File: config.mk
export PLATFORM = sky130hd
export DESIGN_NAME = lives_hud_manager_flat
export DESIGN_NICKNAME = d
export VERILOG_FILES = /design/src/rtl/lives_hud_manager_if.sv /design/src/rtl/lives_hud_manager.sv /design/src/flat_wrapper.sv
export SDC_FILE = /design/constraint.sdc
export NUM_CORES = 1
export LEC_CHECK = 0
export CAP_MARGIN = 10
export CORE_ASPECT_RATIO = 0.6
export CORE_MARGIN = 2
export CORE_UTILIZATION = 41
export DETAILED_ROUTE_END_ITERATION = 12
export HOLD_SLACK_MARGIN = 0.15
export PLACE_DENSITY_LB_ADDON = 0.2
export SYNTH_ARGS = -nofsm -noshare
export SYNTH_HDL_FRONTEND = slang
export SYNTH_SLANG_ARGS = --single-unit
File: constraint.sdc
create_clock -name i_clk -period 1.71 [get_ports i_clk]
set_clock_uncertainty 0.05 [all_clocks]
set_input_delay 0.2565 -clock i_clk [delete_from_list [all_inputs] [get_ports i_clk]]
set_output_delay 0.2565 -clock i_clk [all_outputs]
set_load 0.05 [all_outputs]
File: src/rtl/lives_hud_manager_if.sv
// lives_hud_manager_if: pixel position, game events and HUD pixel/status outputs
interface lives_hud_manager_if;
  logic [15:0] i_x;
  logic [15:0] i_y;
  logic i_v_sync;
  logic i_barrier_hit;
  logic i_extra_life;
  logic i_restart;
  logic [7:0] o_red;
  logic [7:0] o_green;
  logic [7:0] o_blue;
  logic o_sprite_hit;
  logic [2:0] o_lives;
  logic o_out_of_lives;
  logic o_invulnerable;
  modport master(output i_x, i_y, i_v_sync, i_barrier_hit, i_extra_life, i_restart,
                 input o_red, o_green, o_blue, o_sprite_hit, o_lives, o_out_of_lives, o_invulnerable);
  modport slave(input i_x, i_y, i_v_sync, i_barrier_hit, i_extra_life, i_restart,
                output o_red, o_green, o_blue, o_sprite_hit, o_lives, o_out_of_lives, o_invulnerable);
endinterface

File: src/rtl/lives_hud_manager.sv
// lives_hud_manager: life count, hit invulnerability state machine and heart-row HUD renderer
module lives_hud_manager #(
  parameter int MAX_LIVES = 3,
  parameter int START_LIVES = 3,
  parameter int INVULN_FRAMES = 60,
  parameter int BLINK_SHIFT = 3,
  parameter int HUD_X = 80,
  parameter int HUD_Y = 20,
  parameter int SCALE_SHIFT = 3,
  parameter int ICON_SHIFT = 3
) (
  input logic i_clk,
  input logic i_reset,
  lives_hud_manager_if.slave bus
);
  typedef enum logic [1:0] {ALIVE, INVULN, GAME_OVER} state_t;
  state_t state, state_n;
  logic [2:0] lives, lives_n, lives_up;
  logic [7:0] cnt, cnt_n, frame;
  logic pv, ph, pe, vs_p, hit_p, xl_p;
  logic [15:0] dx, dy, cx, cy, icon, col;
  logic [4:0] row;
  logic in_reg, lit, full;
  assign vs_p = bus.i_v_sync & ~pv;
  assign hit_p = bus.i_barrier_hit & ~ph;
  assign xl_p = bus.i_extra_life & ~pe;
  assign lives_up = lives == 3'(MAX_LIVES) ? lives : lives + 3'd1;
  always_ff @(posedge i_clk) begin
    if (i_reset) begin
      state <= ALIVE;
      lives <= 3'(START_LIVES);
      cnt <= '0;
      frame <= '0;
      {pv, ph, pe} <= '0;
    end else begin
      state <= state_n;
      lives <= lives_n;
      cnt <= cnt_n;
      frame <= frame + {7'd0, vs_p};
      {pv, ph, pe} <= {bus.i_v_sync, bus.i_barrier_hit, bus.i_extra_life};
    end
  end
  // a simultaneous extra life cancels the hit's decrement, so a last-life hit survives
  always_comb begin
    state_n = state;
    lives_n = (state != GAME_OVER && xl_p) ? lives_up : lives;
    cnt_n = cnt;
    case (state)
      ALIVE:
        if (hit_p) begin
          if (lives == 3'd1 && !xl_p) begin
            state_n = GAME_OVER;
            lives_n = '0;
          end else begin
            state_n = INVULN;
            lives_n = xl_p ? lives : lives - 3'd1;
            cnt_n = 8'(INVULN_FRAMES);
          end
        end
      INVULN:
        if (vs_p) begin
          cnt_n = cnt - 8'd1;
          state_n = cnt == 8'd1 ? ALIVE : INVULN;
        end
      default:
        if (bus.i_restart) begin
          state_n = ALIVE;
          lives_n = 3'(START_LIVES);
          cnt_n = '0;
        end
    endcase
  end
  always_comb begin
    bus.o_lives = lives;
    bus.o_out_of_lives = state == GAME_OVER;
    bus.o_invulnerable = state == INVULN;
  end
  // region test guards against i_x/i_y below the HUD origin wrapping into dx/dy
  always_comb begin
    dx = bus.i_x - 16'(HUD_X);
    dy = bus.i_y - 16'(HUD_Y);
    cx = dx >> SCALE_SHIFT;
    cy = dy >> SCALE_SHIFT;
    icon = cx >> ICON_SHIFT;
    col = cx & 16'((1 << ICON_SHIFT) - 1);
    in_reg = bus.i_x >= 16'(HUD_X) && bus.i_y >= 16'(HUD_Y) &&
             dx < 16'(MAX_LIVES << (ICON_SHIFT + SCALE_SHIFT)) && dy < 16'(5 << SCALE_SHIFT);
    row = cy == 16'd0 ? 5'b01010 : cy == 16'd3 ? 5'b01110 : cy == 16'd4 ? 5'b00100 : 5'b11111;
    lit = in_reg && col < 16'd5 && row[3'(16'd4 - col)] && !(state == INVULN && frame[BLINK_SHIFT]);
    full = icon < {13'd0, lives};
  end
  always_ff @(posedge i_clk) begin
    if (i_reset) begin
      bus.o_sprite_hit <= 1'b0;
      bus.o_red <= '0;
      bus.o_green <= '0;
      bus.o_blue <= '0;
    end else begin
      bus.o_sprite_hit <= lit;
      bus.o_red <= lit ? (full ? 8'hff : 8'h20) : 8'h00;
      bus.o_green <= lit && !full ? 8'h20 : 8'h00;
      bus.o_blue <= lit && !full ? 8'h20 : 8'h00;
    end
  end
endmodule
File: src/flat_wrapper.sv
// flat-port wrapper written by rule: the top's interface ports become plain ports
module lives_hud_manager_flat 
#(
  parameter int MAX_LIVES = 3,
  parameter int START_LIVES = 3,
  parameter int INVULN_FRAMES = 60,
  parameter int BLINK_SHIFT = 3,
  parameter int HUD_X = 80,
  parameter int HUD_Y = 20,
  parameter int SCALE_SHIFT = 3,
  parameter int ICON_SHIFT = 3
)
  (i_clk, i_reset, bus_i_x, bus_i_y, bus_i_v_sync, bus_i_barrier_hit, bus_i_extra_life, bus_i_restart, bus_o_red, bus_o_green, bus_o_blue, bus_o_sprite_hit, bus_o_lives, bus_o_out_of_lives, bus_o_invulnerable);
  lives_hud_manager_if bus_i ();
  input logic i_clk;
  input logic i_reset;
  input wire logic [$bits(bus_i.i_x)-1:0] bus_i_x;
  input wire logic [$bits(bus_i.i_y)-1:0] bus_i_y;
  input wire logic [$bits(bus_i.i_v_sync)-1:0] bus_i_v_sync;
  input wire logic [$bits(bus_i.i_barrier_hit)-1:0] bus_i_barrier_hit;
  input wire logic [$bits(bus_i.i_extra_life)-1:0] bus_i_extra_life;
  input wire logic [$bits(bus_i.i_restart)-1:0] bus_i_restart;
  output wire logic [$bits(bus_i.o_red)-1:0] bus_o_red;
  output wire logic [$bits(bus_i.o_green)-1:0] bus_o_green;
  output wire logic [$bits(bus_i.o_blue)-1:0] bus_o_blue;
  output wire logic [$bits(bus_i.o_sprite_hit)-1:0] bus_o_sprite_hit;
  output wire logic [$bits(bus_i.o_lives)-1:0] bus_o_lives;
  output wire logic [$bits(bus_i.o_out_of_lives)-1:0] bus_o_out_of_lives;
  output wire logic [$bits(bus_i.o_invulnerable)-1:0] bus_o_invulnerable;
  assign bus_i.i_x = bus_i_x;
  assign bus_i.i_y = bus_i_y;
  assign bus_i.i_v_sync = bus_i_v_sync;
  assign bus_i.i_barrier_hit = bus_i_barrier_hit;
  assign bus_i.i_extra_life = bus_i_extra_life;
  assign bus_i.i_restart = bus_i_restart;
  assign bus_o_red = bus_i.o_red;
  assign bus_o_green = bus_i.o_green;
  assign bus_o_blue = bus_i.o_blue;
  assign bus_o_sprite_hit = bus_i.o_sprite_hit;
  assign bus_o_lives = bus_i.o_lives;
  assign bus_o_out_of_lives = bus_i.o_out_of_lives;
  assign bus_o_invulnerable = bus_i.o_invulnerable;
  lives_hud_manager #(.MAX_LIVES(MAX_LIVES), .START_LIVES(START_LIVES), .INVULN_FRAMES(INVULN_FRAMES), .BLINK_SHIFT(BLINK_SHIFT), .HUD_X(HUD_X), .HUD_Y(HUD_Y), .SCALE_SHIFT(SCALE_SHIFT), .ICON_SHIFT(ICON_SHIFT)) u_core (.i_clk(i_clk), .i_reset(i_reset), .bus(bus_i));
endmodule
==> key figures <==
Floorplanning
  • CORE AREA: 0.00459 mm2
  • Initial core utilization: 0.429
  • Die ar.: 0.00539 mm2
  • Top-level port count: 68
  • Row Count: 19
  • Vert. Die Dim: 57.7 um
  • Die W: 93.5 um

Final layout
  • # nets final: 399
  • Layout overhead on the synthesized area: 67.0%
  • Design Area, Final: 0.00329 mm2
  • Area occupied by multi-input gates: 0.00159 mm2
  • Final Util: 0.717
  • Seq. cell area: 494 um2
  • Final cell count without fillers: 409
  • Ant. Diodes: 0
  • Fill count: 339
  • Share of cells above drive strength 1: 0.416

Outcome
  • Failing checks: setup timing
  • Status: finished, violations left

Global route
  • Initial antenna violation count: 0
  • Total GRT Usage: 0.199
  • Grt total ovfl: 0
  • Vias in the first global route: 1750
  • First-pass GRT wire length: 8.36 mm
  • Largest net degree at the start of global routing: 19

STA
  • Fmax: 0.563 GHz
  • Final setup vio count: 2
  • Fin crit period: 1770 ps
  • RSZ-0062 raised after global routing: true
  • Final hold vios: 0
  • Final setup TNS: -113 ps
  • Final Cycle Share: 1.04
  • Worst hold margin: 199 ps
  • Post-route setup slack: -65.0 ps
  • Slew Limit Fails: 0

Logic synthesis
  • Synth Warn #: 0
  • Seq/Total Area, Yosys: 0.244
  • Synth Instances: 242
  • Number of synthesized flops with an enable pin: 0
  • Top cell type's share of synthesized area: 0.244
  • Asr flop ratio synth: 0
  • Synth Flop Type: dfxtp_1
  • Syn avg cell area: 8.14 um2
  • Top cells by area, synth: dfxtp_1 24%, ha_1 8.9%, buf_4 8.0%
  • Cell Area, Synth: 0.00197 mm2
  • Synth unique cells: 57
  • Flops & latches, synth: 24
  • Post-synth top area cell: dfxtp_1

Drt
  • Final wirelength: 6.03 mm
  • DRT antenna net count: 0
  • DRT iter0 DRCs: 74
  • Vias/cell: 5.04
  • Vias: 2061
  • Drt wl/cell: 14.7 um
  • DRC viols: 0
  • Pre-Repair DR Iteration Count: 4

Placed design
  • DP Cell Count: 392
  • Dpl ws: -833 ps
  • Area after DPL: 0.00281 mm2
  • Global placer's final weighted congestion: 0.891
  • Detailed placement HPWL: 4.23 mm
  • IO buf count: 48

Worst setup path
  • Crit. path cell count: 10
  • CP bufs+invs: 4
  • Crit path launch type: input pin
  • Crit Path Class: in2reg
  • Most numerous cell on the critical path: buf_4
  • Reg2reg end: u_core.bus.o_red[6]
  • CP max-delay cell: a221oi_2
  • Sequence of cells on the critical path: dlygate4sd2_1 -> buf_4 -> o21a_4 -> xnor2_4 -> o21ai_2 -> a221oi_2 -> buf_4 -> nand4_2 -> inv_2 -> and3_4
  • Critical Path AT: 1950 ps
  • Worst R2R Setup Slack: -20 ps
  • CP required: 1890 ps
  • Crit-path leading delay family: buffers and inverters
  • R2R depth: 8
  • CP Capture Type: flop
  • Worst Path Max Fanout: 3
  • Worst r2r src: u_core.state[0]
  • Max stage delay on crit path: 310 ps

CTS
  • Root buffer cell: clkbuf_8
  • Num CTS Buffers: 3
  • Bufs on Longest Clock Path: 2
  • CTS H-tree depth: 1
  • CTS Sinks: 24
  • CTS tree: built
  • Cts hold-fix bufs: 0
  • Clock transition at path regs: 90 ps
  • Clk_lat worst skew: 280 ps

Hold path
  • Hold Path Sink: u_core.ph
  • Hold path startpoint: bus_i_barrier_hit
  • Hold path depth: 2
  • Hold Path Class: in2reg

Run
  • Max cap viols: 0

Power
  • Pwr/cell area: 751 mW/mm2
  • Pwr Total: 2.47 mW
  • Worst vdd ir: 534 uV
  • Leakage: 1.48 nW
## flip-flops by register name, summed over array words and instances (netlist names)
| name | cells |
|---|---|
| u_core.pe | 1 |
| u_core.ph | 1 |
| u_core.pv | 1 |
| u_core.cnt | 8 |
| u_core.bus.o_green | 1 |
| u_core.bus.o_lives | 3 |
| u_core.bus.o_sprite_hit | 1 |
| u_core.bus.o_red | 2 |
| u_core.state | 2 |
| u_core.frame | 4 |
## worst register-to-register path, delay by kind of cell (launching register included)
family / cells / cell delay, ps
and+or+nand+nor: 4 / 630
DFF: 1 / 380
AOI/OAI and AO/OA: 1 / 340
buffers and inverters: 3 / 290
## layer usage
metal  routed length, um  track usage  part of all wire
met3                 337       0.0351             0.056
met5                   0            0                 0
met2                2660        0.304              0.44
met1                3010        0.305              0.50
met4                  26       0.0189            0.0043
## final cells by class
class	instances	area share
Clock buffer	4	0.0202
Tap cell	63	0.0240
Sequential cell	24	0.150
Timing Repair Buffer	112	0.298
Multi-Input combinational cell	190	0.484
Inverter	16	0.0236
## worst max path at each step
stage,startpoint,endpoint,slack [ps]
after detailed placement,bus_i_x[4],u_core.bus.o_red[6],-830
after CTS,bus_i_x[5],u_core.bus.o_red[6],-60
after global routing,bus_i_x[9],u_core.bus.o_red[6],-120
after global placement,bus_i_x[4],u_core.bus.o_red[6],-770
final,bus_i_y[2],u_core.bus.o_red[6],-60
after floorplan,u_core.bus.o_lives[1],u_core.cnt[0],-20
## where the power goes
group / leakage, nW / internal, mW / switching (mW)
Combinational: 1.25 / 0.637 / 0.674
Sequential: 0.198 / 0.628 / 0.0723
Clock: 0.0339 / 0.255 / 0.204
## Yosys cell counts (3+ instances only)
cell,instances
dfxtp_1,24
nor2_1,19
o21ai_1,6
nor3_1,6
nand2b_1,6
and2b_1,4
nand3_1,14
xnor2_1,5
inv_1,14
buf_4,21
ha_1,14
or3_1,3
nor2b_1,6
nand3b_1,4
o21ai_0,12
xor2_1,6
nand2_1,6
a21oi_1,15
## kinds of logic (layout without fill, tap and decap cells)
logic type / Yosys count / count (layout) / synth area share
AO/OA/AOI/OAI: 67 / 67 / 0.240
XOR/XNOR: 11 / 11 / 0.0489
adder cells (fa/ha/maj): 14 / 14 / 0.0889
buffers and inverters: 41 / 132 / 0.123
flip-flops: 24 / 24 / 0.244
multiplexers: 2 / 2 / 0.0102
other: 1 / 14 / 0.00190
AND/OR/NAND/NOR: 82 / 82 / 0.243
## cell usage in the layout, fill, tap and decap left out, drive strengths merged, types with 7 or more instances in the layout
cell           Yosys  layout
nor2              19      19
conb               1      14
ha                14      14
buf               24      82
dlygate4sd2        0       7
clkdlybuf4s50      0      16
nand3             14      14
o21ai             18      18
inv               16      16
dfxtp             24      24
a21oi             15      15
## timing repair
action	4_1_cts	5_1_grt
setup endpoints to repair	13	15
hold endpoints to repair	0	0
resized for setup	50	40
setup buffers	7	7
pin swaps	13	21
Note: power is estimated with default switching activity, not from simulation.
==> RTL edit, RTL diff (config.mk and constraints unchanged) <==
`INVULN_FRAMES` is set to 60 in 2 places; all go to 30.
--- a/src/rtl/lives_hud_manager.sv
+++ b/src/rtl/lives_hud_manager.sv
@@ -4,3 +4,3 @@
   parameter int START_LIVES = 3,
-  parameter int INVULN_FRAMES = 60,
+  parameter int INVULN_FRAMES = 30,
   parameter int BLINK_SHIFT = 3,
--- a/src/flat_wrapper.sv
+++ b/src/flat_wrapper.sv
@@ -5,3 +5,3 @@
   parameter int START_LIVES = 3,
-  parameter int INVULN_FRAMES = 60,
+  parameter int INVULN_FRAMES = 30,
   parameter int BLINK_SHIFT = 3,
Formal check against the unedited RTL: same outputs for any inputs over 10 cycles, from zero or initial values and one cycle with i_reset high; that may be too few to reach the edited logic, so the function may still have changed.
==> RTL edit against the unedited design <==
Cell area decreased by 3.4%. Combinational power down 5%. Sequential power fell by 2%. Wire length shrank 7.3%. Count of clock-buffer cells in the layout did not move. Cell count fell by 2.0%. Power fell by 5.9%. Sequential cell count unchanged. Synthesized area fell by 1.0%. The run still ends with negative setup slack left. Critical endpoint unchanged. Via count is 1.9% lower. Worst setup slack lost 0.24 ns. Synthesized cell count grew 0.83%. Worst hold slack better by 0.19 ns.
==> RTL edit: results (changes against the unedited design) <==
----------------------------------------------------
[Clock tree]
  Insertion delay of the later-clocked pin in the worst-skew pair ... 0.27 ns
  Clock buffer count from CTS ... 3 (unchanged)
  Number of buffers on the longest clock path ... 2 (unchanged)

[Final layout]
  Number of nets in the final layout ... 391 (-2.0%)
  Largest Register ... u_core.cnt
  Fraction of layout cells with a size suffix above 1 ... 0.4024 (-0.01382)
  Antenna diodes ... 0 (unchanged)

[Routing]
  Highest routing layer actually used ... met4
  Number of detailed-routing iterations run before antenna repair ... 4 (unchanged)
  DRC violation total after the first TritonRoute iteration ... 137 (+85%)
  Met1 wire length ... 2.795 mm (-7.0%)
  Detailed-route via count ... 2,022 (-1.9%)
  Routed met3 length ... 327 µm (-3.0%)
  Detailed route wirelength on metal2 ... 2.437 mm (-8.4%)
  Routed WL ... 5.592 mm (-7.3%)

[Power and ir drop]
  Leak pwr ... 1.359 nW (-8.5%)
  IR drop worst, VDD ... 318.9 µV (-40%)

[Logic synthesis]
  List of most frequent post-synthesis cells ... 24 x dfxtp_1, 21 x buf_4, 15 x a21oi_1, 15 x nor2_1
  Unique cell type count in the Yosys netlist ... 51 (-11%)
  Multiplexer area fraction after synthesis ... 0.02118 (+0.01102)
  Largest cells by area after synthesis ... dfxtp_1 25%, ha_1 9.0%, buf_4 8.1%, a21oi_1 3.9%, o21ai_0 3.6%
  Share of the yosys chip area belonging to registers ... 0.2465 (+0.002505)
  Post-Synth Adder-Cell Area ... 0.08986 (+0.0009134)
  Parity-gate share of the synthesized area counting xor and xnor cells ... 0.04493 (-0.003991)
  Synth Warn # ... 0 (unchanged)
  Share of the synthesized area in compound gates (AO/OA/AOI/OAI) ... 0.1829 (-0.05659)

[GRT]
  Maximum number of pins on one net before global-route repair ... 19 (unchanged)
  Vias in the first global route ... 1,839 (+5.1%)
  Wire length of the first global-routing pass ... 8.845 mm (+5.9%)
  All-Layer GR Usage ... 0.2081 (+0.009257)

[Setup path]
  R2R Path Start ... u_core.state[1]
  Maximum fanout count along the critical path ... 3 (unchanged)
  Depth of the most critical reg-to-reg path ... 7 (-1)
  Arrival time reported for the critical path endpoint ... 2.18 ns (+0.23 ns)
  Register-to-register setup slack ... -0.09 ns (-0.07 ns)
  Destination of the worst register-to-register timing path ... u_core.bus.o_red[6]
  Type of the worst setup path ... input pin to register

[Place]
  Worst Setup Slack post-DPL ... -0.9173 ns (-0.08446 ns)
  PortBufs ... 48 (unchanged)
  Final RePlAce weighted congestion ... 0.8388 (-5.8%)
  Half-perimeter wire length after detailed placement ... 4.010 mm (-5.2%)

[Timing]
  Final-report setup violation count ... 4 (+2)
  Final Worst Setup Slack ... -0.3063 ns (-0.2414 ns)

[Min path]
  Hold Path Sink ... u_core.bus.o_lives[2]
  Hold depth ... 3 (+1)
  Beginning of the worst hold path ... i_reset

[Outcome]
  Result of the run ... finished, violations left
  Violations in the final reports ... negative setup slack

----------------------------------------------------
-- RTL edit: worst max-delay path, cell delays in order --
cell and delay, ns:
dlygate4sd2_1 0.25, or4_4 0.53, o31ai_4 0.24, a221oi_2 0.08, a2111o_1 0.35, nor4b_4 0.31, nor2b_1 0.15
-- RTL edit: where the power goes --
| part | leakage (nW) | internal (mW) | total [mW] | switching, mW |
|---|---|---|---|---|
| clock | 0.0288 | 0.206 | 0.392 | 0.186 |
| combinational | 1.13 | 0.600 | 1.25 | 0.649 |
| sequential | 0.197 | 0.620 | 0.685 | 0.0641 |
| total | 1.36 | 1.43 | 2.33 | 0.899 |
-- RTL edit: kinds of logic after synthesis --
| kind of cell | after synthesis |
|---|---|
| AOI/OAI and AO/OA | 55 |
| xor gates and xnor gates | 10 |
| adders and majority gates | 14 |
| buffers and inverters | 43 |
| DFF | 24 |
| muxes | 4 |
| other | 1 |
| and+or+nand+nor | 93 |
-- RTL edit: worst max path at each step --
stage | startpoint | endpoint | cells after the start
floorplan | bus_i_y[5] | u_core.bus.o_red[6] | 6
global placement | bus_i_x[4] | u_core.bus.o_red[5] | 10
detailed placement | bus_i_x[4] | u_core.bus.o_red[5] | 10
CTS | bus_i_x[10] | u_core.bus.o_green[5] | 7
global route | bus_i_x[15] | u_core.bus.o_red[6] | 7
finish | bus_i_y[8] | u_core.bus.o_red[6] | 7
-- RTL edit: cell type report --
cell class	instances	area, µm²
clock buffers	4	55.05
repair buffers	104	895.9
flip-flops and latches	24	491.7
multi-input cells	191	1598
inverters	15	56.30
well taps	63	78.83
fillers	383	1389
-- RTL edit: what timing repair did --
action,in CTS,in global routing
gates cloned,0,1
setup buffers,6,5
endpoints found under the hold margin,0,0
pin swaps,18,19
endpoints found under the setup margin,11,17
gates resized for setup,71,36
-- RTL edit: metal layers --
| layer | vias up | track usage |
|---|---|---|
| li1 | 1023 | - |
| met1 | 926 | 0.3193 |
| met2 | 69 | 0.3137 |
| met3 | 4 | 0.02906 |
| met4 | 0 | 0.03782 |
| met5 | - | 0 |
-- RTL edit: per-stage QoR --
step / cell area [µm²] / hold WS, ns / TNS (ns) / total power [mW] / std cells
2_1_floorplan: 2046 / 0.3347 / -0.8519 / 1.310 / 257
3_3_place_gp: 2731 / 0.4146 / -5.558 / 1.687 / 386
3_5_place_dp: 2731 / 0.4359 / -5.851 / 1.699 / 386
4_1_cts: 2972 / 0.4541 / -1.298 / 2.192 / 395
5_1_grt: 3176 / 0.3986 / -1.339 / 2.482 / 401
6_report: 3176 / 0.3870 / -1.077 / 2.326 / 401
